[src/rtl/systolic_pkg.sv]
// Shared types and defaults for the systolic operand feeder.
// Optional build macro: FEEDER_TIMEOUT_EN (WAIT_DONE watchdog).
package systolic_pkg;

  localparam int unsigned DATA_W    = 8;
  localparam int unsigned DEF_SIZE  = 16;
  localparam int unsigned DEF_DEPTH = 16;

  typedef enum logic [2:0] {
    ST_IDLE      = 3'd0,
    ST_LOAD      = 3'd1,
    ST_ARMED     = 3'd2,
    ST_STREAM    = 3'd3,
    ST_WAIT_DONE = 3'd4
  } feeder_state_e;

endpackage

[src/rtl/systolic_operand_feeder_if.sv]
// Load handshake, launch control and array-side bus for the operand feeder.
// Optional build macro: FEEDER_TIMEOUT_EN (drives err_timeout).
interface systolic_operand_feeder_if
  import systolic_pkg::*;
#(
  parameter int unsigned SIZE  = DEF_SIZE,
  parameter int unsigned DEPTH = DEF_DEPTH
);

  logic                                   ld_valid;
  logic                                   ld_ready;
  logic signed [SIZE-1:0][DATA_W-1:0]     ld_weight;
  logic signed [SIZE-1:0][DATA_W-1:0]     ld_input;
  logic                                   ld_last;
  logic                                   go;
  logic                                   accumulate_req;
  logic                                   arr_start;
  logic                                   arr_accumulate;
  logic signed [SIZE-1:0][DATA_W-1:0]     arr_weight;
  logic signed [SIZE-1:0][DATA_W-1:0]     arr_input;
  logic                                   arr_done;
  logic                                   busy;
  logic [$clog2(DEPTH+1)-1:0]             k_count;
  logic                                   err_timeout;

  // Host / array side that drives the feeder
  modport master (
    output ld_valid, ld_weight, ld_input, ld_last, go, accumulate_req, arr_done,
    input  ld_ready, arr_start, arr_accumulate, arr_weight, arr_input,
           busy, k_count, err_timeout
  );

  // Feeder side
  modport slave (
    input  ld_valid, ld_weight, ld_input, ld_last, go, accumulate_req, arr_done,
    output ld_ready, arr_start, arr_accumulate, arr_weight, arr_input,
           busy, k_count, err_timeout
  );

endinterface

[src/rtl/operand_skew_buffer.sv]
// Tile storage for weight/input vectors plus diagonal skew read-out:
// lane i at stream cycle t shows vector[t-i] element i, else 0.
// Optional build macro: FEEDER_TIMEOUT_EN (not used here).
module operand_skew_buffer
  import systolic_pkg::*;
#(
  parameter int unsigned SIZE  = DEF_SIZE,
  parameter int unsigned DEPTH = DEF_DEPTH,
  parameter int unsigned KW    = $clog2(DEPTH + 1),
  parameter int unsigned TW    = $clog2(DEPTH + SIZE)
) (
  input  logic                               clock,
  input  logic                               we_i,
  input  logic [KW-1:0]                      waddr_i,
  input  logic signed [SIZE-1:0][DATA_W-1:0] wdata_w_i,
  input  logic signed [SIZE-1:0][DATA_W-1:0] wdata_x_i,
  input  logic                               rd_en_i,
  input  logic [TW-1:0]                      t_i,
  input  logic [KW-1:0]                      k_i,
  output logic signed [SIZE-1:0][DATA_W-1:0] lane_w_o,
  output logic signed [SIZE-1:0][DATA_W-1:0] lane_x_o
);

  localparam int unsigned AW = (DEPTH > 1) ? $clog2(DEPTH) : 1;

  logic [SIZE-1:0][DATA_W-1:0] mem_w_q [DEPTH];
  logic [SIZE-1:0][DATA_W-1:0] mem_x_q [DEPTH];

  // Capture accepted vectors; contents are qualified by k_i, so no reset needed
  always_ff @(posedge clock) begin
    if (we_i) begin
      mem_w_q[AW'(waddr_i)] <= wdata_w_i;
      mem_x_q[AW'(waddr_i)] <= wdata_x_i;
    end
  end

  // Skewed lane selection; all lanes read 0 when not streaming
  always_comb begin
    int d;
    d        = 0;
    lane_w_o = '0;
    lane_x_o = '0;
    if (rd_en_i) begin
      for (int unsigned i = 0; i < SIZE; i++) begin
        d = int'(t_i) - int'(i);
        if (d >= 0 && d < int'(k_i)) begin
          lane_w_o[i] = mem_w_q[AW'(d)][i];
          lane_x_o[i] = mem_x_q[AW'(d)][i];
        end
      end
    end
  end

endmodule

[src/rtl/systolic_operand_feeder.sv]
// Loads a tile of K operand vectors, then streams them diagonally skewed
// into a SIZE x SIZE systolic array and waits for its completion pulse.
// Optional build macro: FEEDER_TIMEOUT_EN enables a WAIT_DONE watchdog that
// sets sticky err_timeout after TIMEOUT cycles and returns to IDLE.
module systolic_operand_feeder
  import systolic_pkg::*;
#(
  parameter int unsigned SIZE    = DEF_SIZE,
  parameter int unsigned DEPTH   = DEF_DEPTH,
  parameter int unsigned TIMEOUT = 1024
) (
  input  logic                    clock,
  input  logic                    reset,
  systolic_operand_feeder_if.slave bus
);

  localparam int unsigned KW = $clog2(DEPTH + 1);
  localparam int unsigned TW = $clog2(DEPTH + SIZE);

  feeder_state_e state_q, state_d;
  logic [KW-1:0] k_q, k_d;
  logic [TW-1:0] t_q, t_d;
  logic          acc_q, acc_d;

  logic          ld_ready;
  logic          xfer;
  logic          streaming;
  logic [TW-1:0] last_t;

  logic signed [SIZE-1:0][DATA_W-1:0] lane_w;
  logic signed [SIZE-1:0][DATA_W-1:0] lane_x;

`ifdef FEEDER_TIMEOUT_EN
  localparam int unsigned WW = $clog2(TIMEOUT + 1);
  logic [WW-1:0] wd_q, wd_d;
  logic          err_q, err_d;
`endif

  assign ld_ready  = (state_q == ST_IDLE) || (state_q == ST_LOAD);
  assign xfer      = bus.ld_valid && ld_ready;
  assign streaming = (state_q == ST_STREAM);
  assign last_t    = TW'(k_q) + TW'(SIZE - 2);

  // Next-state logic for the tile lifecycle
  always_comb begin
    state_d = state_q;
    k_d     = k_q;
    t_d     = t_q;
    acc_d   = acc_q;
`ifdef FEEDER_TIMEOUT_EN
    wd_d    = wd_q;
    err_d   = err_q;
`endif
    case (state_q)
      // A single-vector tile marked last goes straight to ARMED so no
      // further transfer can be accepted into a closed tile.
      ST_IDLE, ST_LOAD: begin
        if (xfer) begin
          k_d = k_q + KW'(1);
          if (bus.ld_last || (k_q == KW'(DEPTH - 1))) state_d = ST_ARMED;
          else                                         state_d = ST_LOAD;
        end
      end
      ST_ARMED: begin
        if (bus.go) begin
          acc_d   = bus.accumulate_req;
          t_d     = '0;
          state_d = ST_STREAM;
        end
      end
      ST_STREAM: begin
        if (t_q == last_t) begin
          t_d     = '0;
          state_d = ST_WAIT_DONE;
`ifdef FEEDER_TIMEOUT_EN
          wd_d    = '0;
`endif
        end else begin
          t_d = t_q + TW'(1);
        end
      end
      ST_WAIT_DONE: begin
        if (bus.arr_done) begin
          k_d     = '0;
          state_d = ST_IDLE;
        end
`ifdef FEEDER_TIMEOUT_EN
        else if (wd_q == WW'(TIMEOUT - 1)) begin
          err_d   = 1'b1;
          k_d     = '0;
          state_d = ST_IDLE;
        end else begin
          wd_d = wd_q + WW'(1);
        end
`endif
      end
      default: begin
        state_d = ST_IDLE;
        k_d     = '0;
      end
    endcase
  end

  // Control state registers; reset discards any tile in progress
  always_ff @(posedge clock or negedge reset) begin
    if (!reset) begin
      state_q <= ST_IDLE;
      k_q     <= '0;
      t_q     <= '0;
      acc_q   <= 1'b0;
    end else begin
      state_q <= state_d;
      k_q     <= k_d;
      t_q     <= t_d;
      acc_q   <= acc_d;
    end
  end

`ifdef FEEDER_TIMEOUT_EN
  // Watchdog counter and sticky timeout flag
  always_ff @(posedge clock or negedge reset) begin
    if (!reset) begin
      wd_q  <= '0;
      err_q <= 1'b0;
    end else begin
      wd_q  <= wd_d;
      err_q <= err_d;
    end
  end
  assign bus.err_timeout = err_q;
`else
  assign bus.err_timeout = 1'b0;
`endif

  operand_skew_buffer #(
    .SIZE  (SIZE),
    .DEPTH (DEPTH),
    .KW    (KW),
    .TW    (TW)
  ) u_skew (
    .clock     (clock),
    .we_i      (xfer),
    .waddr_i   (k_q),
    .wdata_w_i (bus.ld_weight),
    .wdata_x_i (bus.ld_input),
    .rd_en_i   (streaming),
    .t_i       (t_q),
    .k_i       (k_q),
    .lane_w_o  (lane_w),
    .lane_x_o  (lane_x)
  );

  assign bus.ld_ready       = ld_ready;
  assign bus.arr_start      = streaming && (t_q == '0);
  assign bus.arr_accumulate = streaming && acc_q;
  assign bus.arr_weight     = lane_w;
  assign bus.arr_input      = lane_x;
  assign bus.busy           = (state_q != ST_IDLE);
  assign bus.k_count        = k_q;

endmodule
[src/flat_wrapper.sv]
// flat-port wrapper written by rule: the top's interface ports become plain ports
module systolic_operand_feeder_flat import systolic_pkg::*;
#(
  parameter int unsigned SIZE    = DEF_SIZE,
  parameter int unsigned DEPTH   = DEF_DEPTH,
  parameter int unsigned TIMEOUT = 1024
)
  (clock, reset, bus_ld_valid, bus_ld_weight, bus_ld_input, bus_ld_last, bus_go, bus_accumulate_req, bus_arr_done, bus_ld_ready, bus_arr_start, bus_arr_accumulate, bus_arr_weight, bus_arr_input, bus_busy, bus_k_count, bus_err_timeout);
  systolic_operand_feeder_if #(.SIZE(SIZE), .DEPTH(DEPTH)) bus_i ();
  input  logic clock;
  input  logic reset;
  input wire logic [$bits(bus_i.ld_valid)-1:0] bus_ld_valid;
  input wire logic [$bits(bus_i.ld_weight)-1:0] bus_ld_weight;
  input wire logic [$bits(bus_i.ld_input)-1:0] bus_ld_input;
  input wire logic [$bits(bus_i.ld_last)-1:0] bus_ld_last;
  input wire logic [$bits(bus_i.go)-1:0] bus_go;
  input wire logic [$bits(bus_i.accumulate_req)-1:0] bus_accumulate_req;
  input wire logic [$bits(bus_i.arr_done)-1:0] bus_arr_done;
  output wire logic [$bits(bus_i.ld_ready)-1:0] bus_ld_ready;
  output wire logic [$bits(bus_i.arr_start)-1:0] bus_arr_start;
  output wire logic [$bits(bus_i.arr_accumulate)-1:0] bus_arr_accumulate;
  output wire logic [$bits(bus_i.arr_weight)-1:0] bus_arr_weight;
  output wire logic [$bits(bus_i.arr_input)-1:0] bus_arr_input;
  output wire logic [$bits(bus_i.busy)-1:0] bus_busy;
  output wire logic [$bits(bus_i.k_count)-1:0] bus_k_count;
  output wire logic [$bits(bus_i.err_timeout)-1:0] bus_err_timeout;
  assign bus_i.ld_valid = bus_ld_valid;
  assign bus_i.ld_weight = bus_ld_weight;
  assign bus_i.ld_input = bus_ld_input;
  assign bus_i.ld_last = bus_ld_last;
  assign bus_i.go = bus_go;
  assign bus_i.accumulate_req = bus_accumulate_req;
  assign bus_i.arr_done = bus_arr_done;
  assign bus_ld_ready = bus_i.ld_ready;
  assign bus_arr_start = bus_i.arr_start;
  assign bus_arr_accumulate = bus_i.arr_accumulate;
  assign bus_arr_weight = bus_i.arr_weight;
  assign bus_arr_input = bus_i.arr_input;
  assign bus_busy = bus_i.busy;
  assign bus_k_count = bus_i.k_count;
  assign bus_err_timeout = bus_i.err_timeout;
  systolic_operand_feeder #(.SIZE(SIZE), .DEPTH(DEPTH), .TIMEOUT(TIMEOUT)) u_core (.clock(clock), .reset(reset), .bus(bus_i));
endmodule
[config.mk]
export PLATFORM = sky130hd
export DESIGN_NAME = systolic_operand_feeder_flat
export DESIGN_NICKNAME = d
export VERILOG_FILES = /design/src/rtl/systolic_pkg.sv /design/src/rtl/systolic_operand_feeder_if.sv /design/src/rtl/operand_skew_buffer.sv /design/src/rtl/systolic_operand_feeder.sv /design/src/flat_wrapper.sv
export SDC_FILE = /design/constraint.sdc
export NUM_CORES = 2
export LEC_CHECK = 0
export CAP_MARGIN = 30
export CORE_MARGIN = 4
export CORE_UTILIZATION = 60
export DETAILED_ROUTE_END_ITERATION = 8
export GPL_TIMING_DRIVEN = 1
export PLACE_DENSITY = 0.87
export RECOVER_POWER = 25
export REMOVE_ABC_BUFFERS = 1
export SETUP_SLACK_MARGIN = 0.02
export SLEW_MARGIN = 40
export SYNTH_ARGS = -nofsm -noshare
export SYNTH_HDL_FRONTEND = slang
export SYNTH_SLANG_ARGS = --single-unit
[constraint.sdc]
create_clock -name clock -period 28.6 [get_ports clock]
set_input_delay 8.58 -clock clock [delete_from_list [all_inputs] [get_ports clock]]
set_output_delay 8.58 -clock clock [all_outputs]
set_load 0.05 [all_outputs]
======== Yosys cells after proc, flatten, opt, wreduce, memory -nomap -nowiden ========
Memories as Yosys holds them, arrays and structs flattened.
Cells that the tools add are included.
W data, S select, Z words.
operators by class
  add/subtract/negate cells ............... 18
  order comparisons ....................... 32
  equal/unequal tests ..................... 10
  mux-type cells .......................... 48
  bitwise operators ....................... 1
  reductions and logical operators ........ 31
operators by type and width
  cell                   count
  $mux W128              2
  $mux W8                32
  $ge A6 B1 Y1 const B   15
  $lt A6 B6 Y1           15
  $sub A5 B4 Y6 const B  8
  $sub A5 B3 Y6 const B  4
  $mux W5                4
  $logic_and A1 B1 Y1    19
  $pmux W5 S3            1
  $mux W3                4
  $pmux W3 S4            1
  $sub A5 B2 Y6 const B  2
  $add A5 B1 Y5 const B  2
  $pmux W5 S2            1
  $ne A2 B2 Y1 const B   4
  $eq A3 B2 Y1 const B   2
  $sub A5 B1 Y6 const B  1
  $add A5 B4 Y5 const B  1
  $eq A5 B4 Y1 const B   1
  $eq A5 B5 Y1           1
  $ge A5 B1 Y1 const B   1
  $logic_not A5 Y1       1
  $lt A5 B5 Y1           1
  $reduce_and A2 Y1      2
  12 further kinds       15
storage, ports and cells
  flip-flop bits (word level) ............. 14
  bits in writable memories ............... 4096
  memories kept ........................... 2
memory list
  memory                 words  width  read ports  clocked after Yosys merged registers in  wr ports  line                       RTL
  u_core.u_skew.mem_w_q  16     128    16          0                                        1         operand_skew_buffer.sv:26  logic [SIZE-1:0][DATA_W-1:0] mem_w_q [DEPTH];
  u_core.u_skew.mem_x_q  16     128    16          0                                        1         operand_skew_buffer.sv:27  logic [SIZE-1:0][DATA_W-1:0] mem_x_q [DEPTH];

======== Depth between registers and ports, before layout ========
  depth in word-level cells ............... 5
  mapped depth ............................ 16

======== By module ========
A second synthesis with hierarchy kept.
unflattened totals
  cell total of the unflattened synthesis .. 6619
  area total of the unflattened synthesis .. 157215.8 um^2
modules (own cells, without submodules)
  module                   times used  cells an instance  area an instance (um^2)
  operand_skew_buffer      1           6520               156303.7
  systolic_operand_feeder  1           99                 912.1

======== Worst setup path after synthesis ========
OpenSTA, ideal clock, no wires.
  kind .................................... input port to flip-flop
  from .................................... input port bus_ld_valid
  to ...................................... memory u_core.u_skew.mem_w_q[15][0] in the netlist's numbering (enable)
  setup time .............................. 1184 ps
  arrival time ............................ 25974 ps
  required time ........................... 27416 ps
  path slack .............................. 1442 ps
  stages on the path ...................... 2
  buffers on the path ..................... 0
  cell sequence ........................... nand3_1 > nor3_1
between the ends
  word-level cells in the longest chain between the ends .. 3
ends and longest elaborated chain
  item                           line                           RTL
  from (decl)                    flat_wrapper.sv:12             input wire logic [$bits(bus_i.ld_valid)-1:0] bus_ld_valid;
  $logic_and A1 B1 Y1            systolic_operand_feeder.sv:40  assign xfer = bus.ld_valid && ld_ready;
  $mux W1                        operand_skew_buffer.sv:31      if (we_i) begin
  $mux W1 (implied by the code)  operand_skew_buffer.sv:32      mem_w_q[AW'(waddr_i)] <= wdata_w_i;
  to (decl)                      operand_skew_buffer.sv:26
Every way passes these cells.

======== Final worst setup path ========
  from .................................... register u_core.t_q[1]
  to ...................................... output port bus_arr_weight[72]
between the ends
  word-level cells in the longest chain between the ends .. 5
ends and longest elaborated chain
  item                                          line                            RTL
  from (decl)                                   systolic_operand_feeder.sv:22   logic [TW-1:0] t_q, t_d;
  from (signal assigned)                        systolic_operand_feeder.sv:114  t_q <= t_d;
  $sub A5 B4 Y6 *                               operand_skew_buffer.sv:45       d = int'(t_i) - int'(i);
  $ge A6 B1 Y1 or $lt A6 B6 Y1 (tied branches)  operand_skew_buffer.sv:46       if (d >= 0 && d < int'(k_i)) begin
  $logic_and A1 B1 Y1                           operand_skew_buffer.sv:46
  $mux W8 *                                     operand_skew_buffer.sv:46
  $mux W128 *                                   operand_skew_buffer.sv:43       if (rd_en_i) begin
  to (decl)                                     flat_wrapper.sv:22              output wire logic [$bits(bus_i.arr_weight)-1:0] bus_arr_weight;
Mark *: on every way between the ends. The rest lies on a longest branch, timed or not.

==> impl_summary.md <==
Clock tree
The number of clock buffers inserted by TritonCTS is 395. The number of hold-repair buffers added at the cts stage is 0. The clock tree synthesis step divided the H-tree into 5 levels. For the worst-skew pair, the clock arrives at the later sink with an insertion delay of 0.96 ns. The clock transition time at the flip-flop clock pins of the worst setup and hold paths is 0.07 ns.

The largest buffer count on any clock path is 4. The setup fix buffers added after clock tree synthesis is 0. The number of clock sinks is 4110. The clock tree from TritonCTS is built.

Post-CTS repair changed the size of 0 cells. The clock root buffer is clkbuf_16.

Pwr
The overall power of the completed layout is 18.5 mW. The analysis attributes to cell leakage a power of 56.0 nW. The maximum vdd drop is 0.000109 V. The combinational share of power is 0.349.

The switching part of the total power is 0.324. The switching power summed over all nets is 6.01 mW. The part of the total power dissipated in the clock network is 0.279. The share of total power dissipated in sequential elements is 0.372. The design internal power is 12.5 mW. The power density over the cells is 102 nW/um^2.

Worst hold path
In this run the worst hold path is classified as flip-flop to flip-flop.

Timing
The final number of hold-violating endpoints is 0. On the final layout, the worst clock skew is 0.0920 ns. Setup slack on the critical path of the routed design comes to 12.33 ns. At the pin with the least slew margin, the transition time is 1.13 ns. The post-layout minimum cycle time is 16.27 ns. The max-slew violation count came to 0.

The maximum achievable frequency is 61.5 MHz. The worst pin sits at a relative slew slack of 0.248. Setup repair after global routing left no endpoint under its margin. The final-report setup violation count is 0. The worst-case hold slack is 0.529 ns. The share of the clock period used by the worst path after layout is 0.569.

The aggregate negative setup slack is 0 ns.

Worst setup path
The delay of the slowest critical-path stage is 0.76 ns. The worst endpoint data arrival time is 7.69 ns. The worst setup path is launched from a flip-flop. The highest-delay cell along the critical path is buf_4. The signal on the critical path passes through clkinv_1 > ha_4 > buf_12 > buf_4 > buf_6 > buf_6 > buf_4 > mux4_2 > mux4_2 > and2_1 > clkdlybuf4s50_1. The worst path required time is 20.02 ns. The worst setup path is captured at a primary output. The buffers plus inverters on the worst setup path is 7. The classification of the worst setup path is flip-flop to primary output. The cell family contributing the most delay on the critical path is buffers and inverters.

Along the worst path, the maximum fanout reaches 72.

Place
The quantity of I/O buffers inserted on ports is 527. The placer's final routability congestion estimate is 0.777. In this run the cell area measured after placement is 168000 um^2.

OpenSTA, run right after detailed placement, puts the worst setup slack at 12.86 ns. The number of placed instances, taps included is 10.3k. The detailed placement HPWL is 218 mm.

Route
The total vias in the final route is 78.7k. The via density per instance is 7.10. The overall routed net length is 441 mm.

The DRC violation count after routing is 0. The pre-antenna-repair detailed-routing pass consisted of 6 iterations. After detailed routing, the average wire length per cell comes to 39.7 um.

The first routing iteration left 12.5k violations. The detail route stage leaves a number of antenna-violating nets equal to 0.

Floorplanning
The floorplan has 188 rows. The number of top-level pins is 529. The area enclosed by the die boundary is 271000 um^2. The placeable core region is 262000 um^2. Measured along the y axis, the die boundary spans 521 um. The initial core utilization is 0.603. Measured along the x axis, the die boundary spans 521 um.

Layout
The number of standard cells in the final layout excluding fillers is 11.1k. The share of post-route cells with drive strength above 1 is 0.265. The area growth from synthesis to layout is 14.6%. The number of nets in the finished design is 7523. With fillers left out, the area of the finished cells amounts to 181000 um^2. At the end of the flow the core is filled with cells to 0.691.

Synthesis
After technology mapping, the gate count stands at 6425. By instance count, the leading cell after synthesis is edfxtp_1. The number of different library cells in the post-synthesis netlist is 60. The total of warnings raised by yosys is 0. The post-synthesis instance area is 158000 um^2. The most instantiated flip-flop cell in the synthesis netlist is edfxtp_1. The top cell type's share of synthesized area is 0.779. After synthesis, the share of flip-flops with an asynchronous set or reset is 0.00341.

In this run, synthesis inferred 4096 flip-flops with an integrated enable. The cell taking the most area after synthesis is edfxtp_1. In the post-synthesis netlist, the biggest area contributors are edfxtp_1 78%, mux4_2 17%, ha_1 0.55%, mux2i_1 0.41%, nor2b_1 0.40%. In the synthesized netlist, the cells that appear most often are 4096 x edfxtp_1, 1214 x mux4_2, 149 x clkbuf_1. The share of the Yosys chip area taken by registers is 0.781. The mean cell area of the mapped netlist is 24.6 um^2.

The register bit total from synthesis is 4110.

Global routing
Entering global routing, the biggest net connects 98 pins. The via count of the first global-routing pass is 79.8k. After global routing the overflow that remains totals 0. The first global-routing pass estimated 622 mm of wire. The global-route usage over all layers is 0.326. The number of antenna violations at the first check in global routing is 102.

Job
The number of maximum-capacitance constraint violations is 0.

Status
The flow ran to the end, and the final reports show no timing, DRC or antenna violations.
[final timing paths]
check | startpoint | end | slack (ns) | depth (start not counted)
worst min-delay path | u_core.acc_q$_DFFE_PN0P_ | u_core.acc_q$_DFFE_PN0P_ | 0.53 | 1
worst max-delay path | u_core.t_q[1]$_DFFE_PN0P_ | bus_arr_weight[72] | 12.33 | 11
worst min register to register | u_core.acc_q$_DFFE_PN0P_ | u_core.acc_q$_DFFE_PN0P_ | 0.53 | 1
worst max register to register | u_core.state_q[2]$_DFFE_PN0P_ | u_core.u_skew.mem_x_q[11][59]$_DFFE_PP_ | 23.49 | 8
max in group asynchronous | reset | u_core.t_q[2]$_DFFE_PN0P_ | 19.88 | 1
min in group asynchronous | reset | u_core.t_q[0]$_DFFE_PN0P_ | 7.88 | 1
[power by group through the flow]
| stage | Sequential [mW] | Combinational [mW] | Clock [mW] |
|---|---|---|---|
| final | 6.89 | 6.47 | 5.17 |
| after CTS | 6.90 | 6.47 | 5.20 |
| after global routing | 6.89 | 6.74 | 5.48 |
| after floorplan | 7.35 | 6.97 | 0 |
| after detailed placement | 7.01 | 6.26 | 0 |
| after global placement | 6.99 | 6.02 | 0 |
[cell families (layout without fill, tap and decap cells)]
group	count (synthesis)	after routing	synth area share
buffers and inverters	361	1451	0.0112
AOI/OAI and AO/OA	177	177	0.00800
xor gates and xnor gates	28	28	0.00176
DFF	4110	4110	0.781
other	1	60	0.0000237
adders and majority gates	69	69	0.00547
and+or+nand+nor	388	388	0.0142
muxes	1291	1291	0.178
[registers in the layout (all words and copies together), names as in the netlist]
| signal | count |
|---|---|
| u_core.u_skew.mem_w_q | 2048 |
| u_core.u_skew.mem_x_q | 2048 |
| u_core.bus.k_count | 5 |
| u_core.t_q | 5 |
| u_core.state_q | 3 |
| u_core.acc_q | 1 |
[final cells by class]
class	count	area [um^2]
fill	14400	81000
multi-input combinational	1954	33000
tap	3515	4400
antenna	59	148
clock buffer	474	10300
clock inverter	247	2270
sequential	4110	123000
inverter	32	126
timing repair buffer	698	7460
[placed cells by master, fill, tap and decap left out, types with 7 or more instances in the layout]
| master | Yosys | final |
|---|---|---|
| dfrtp_1 | 14 | 10 |
| mux2_2 | 13 | 13 |
| ha_1 | 69 | 67 |
| clkinv_1 | 4 | 111 |
| buf_4 | 17 | 57 |
| nor2_1 | 20 | 19 |
| buf_12 | 0 | 26 |
| clkinvlp_4 | 0 | 12 |
| xnor2_1 | 22 | 17 |
| nand2_1 | 68 | 66 |
| a21oi_1 | 32 | 32 |
| a211oi_1 | 22 | 21 |
| clkdlybuf4s50_1 | 0 | 377 |
| nor3b_1 | 50 | 50 |
| a221oi_1 | 23 | 23 |
| dlygate4sd3_1 | 0 | 146 |
| mux2i_1 | 64 | 64 |
| clkbuf_1 | 149 | 76 |
| buf_16 | 0 | 15 |
| bufinv_16 | 0 | 31 |
| clkinv_16 | 0 | 10 |
| nor3_1 | 14 | 13 |
| mux4_2 | 1214 | 1214 |
| a311oi_1 | 7 | 7 |
| and2_1 | 80 | 65 |
| o21ai_0 | 20 | 19 |
| clkinv_2 | 0 | 68 |
| clkbuf_16 | 0 | 399 |
| and3_1 | 31 | 31 |
| nand3_1 | 9 | 9 |
| buf_6 | 24 | 66 |
| o21a_1 | 11 | 9 |
| diode_2 | 0 | 59 |
| and2_4 | 0 | 15 |
| edfxtp_1 | 4096 | 4096 |
| nor2b_1 | 102 | 101 |
| a22oi_1 | 11 | 11 |
| clkinv_4 | 0 | 7 |
| inv_1 | 25 | 23 |
[layer usage]
layer  vias up  track usage  routed length [um]
met5         -            0                 363
met4        56        0.149               23800
met3      1231       0.0765               49300
met2      6680        0.536              225000
met1     41400        0.419              142000
li1      29300            -                   -
(Power assumes the default switching activity.)
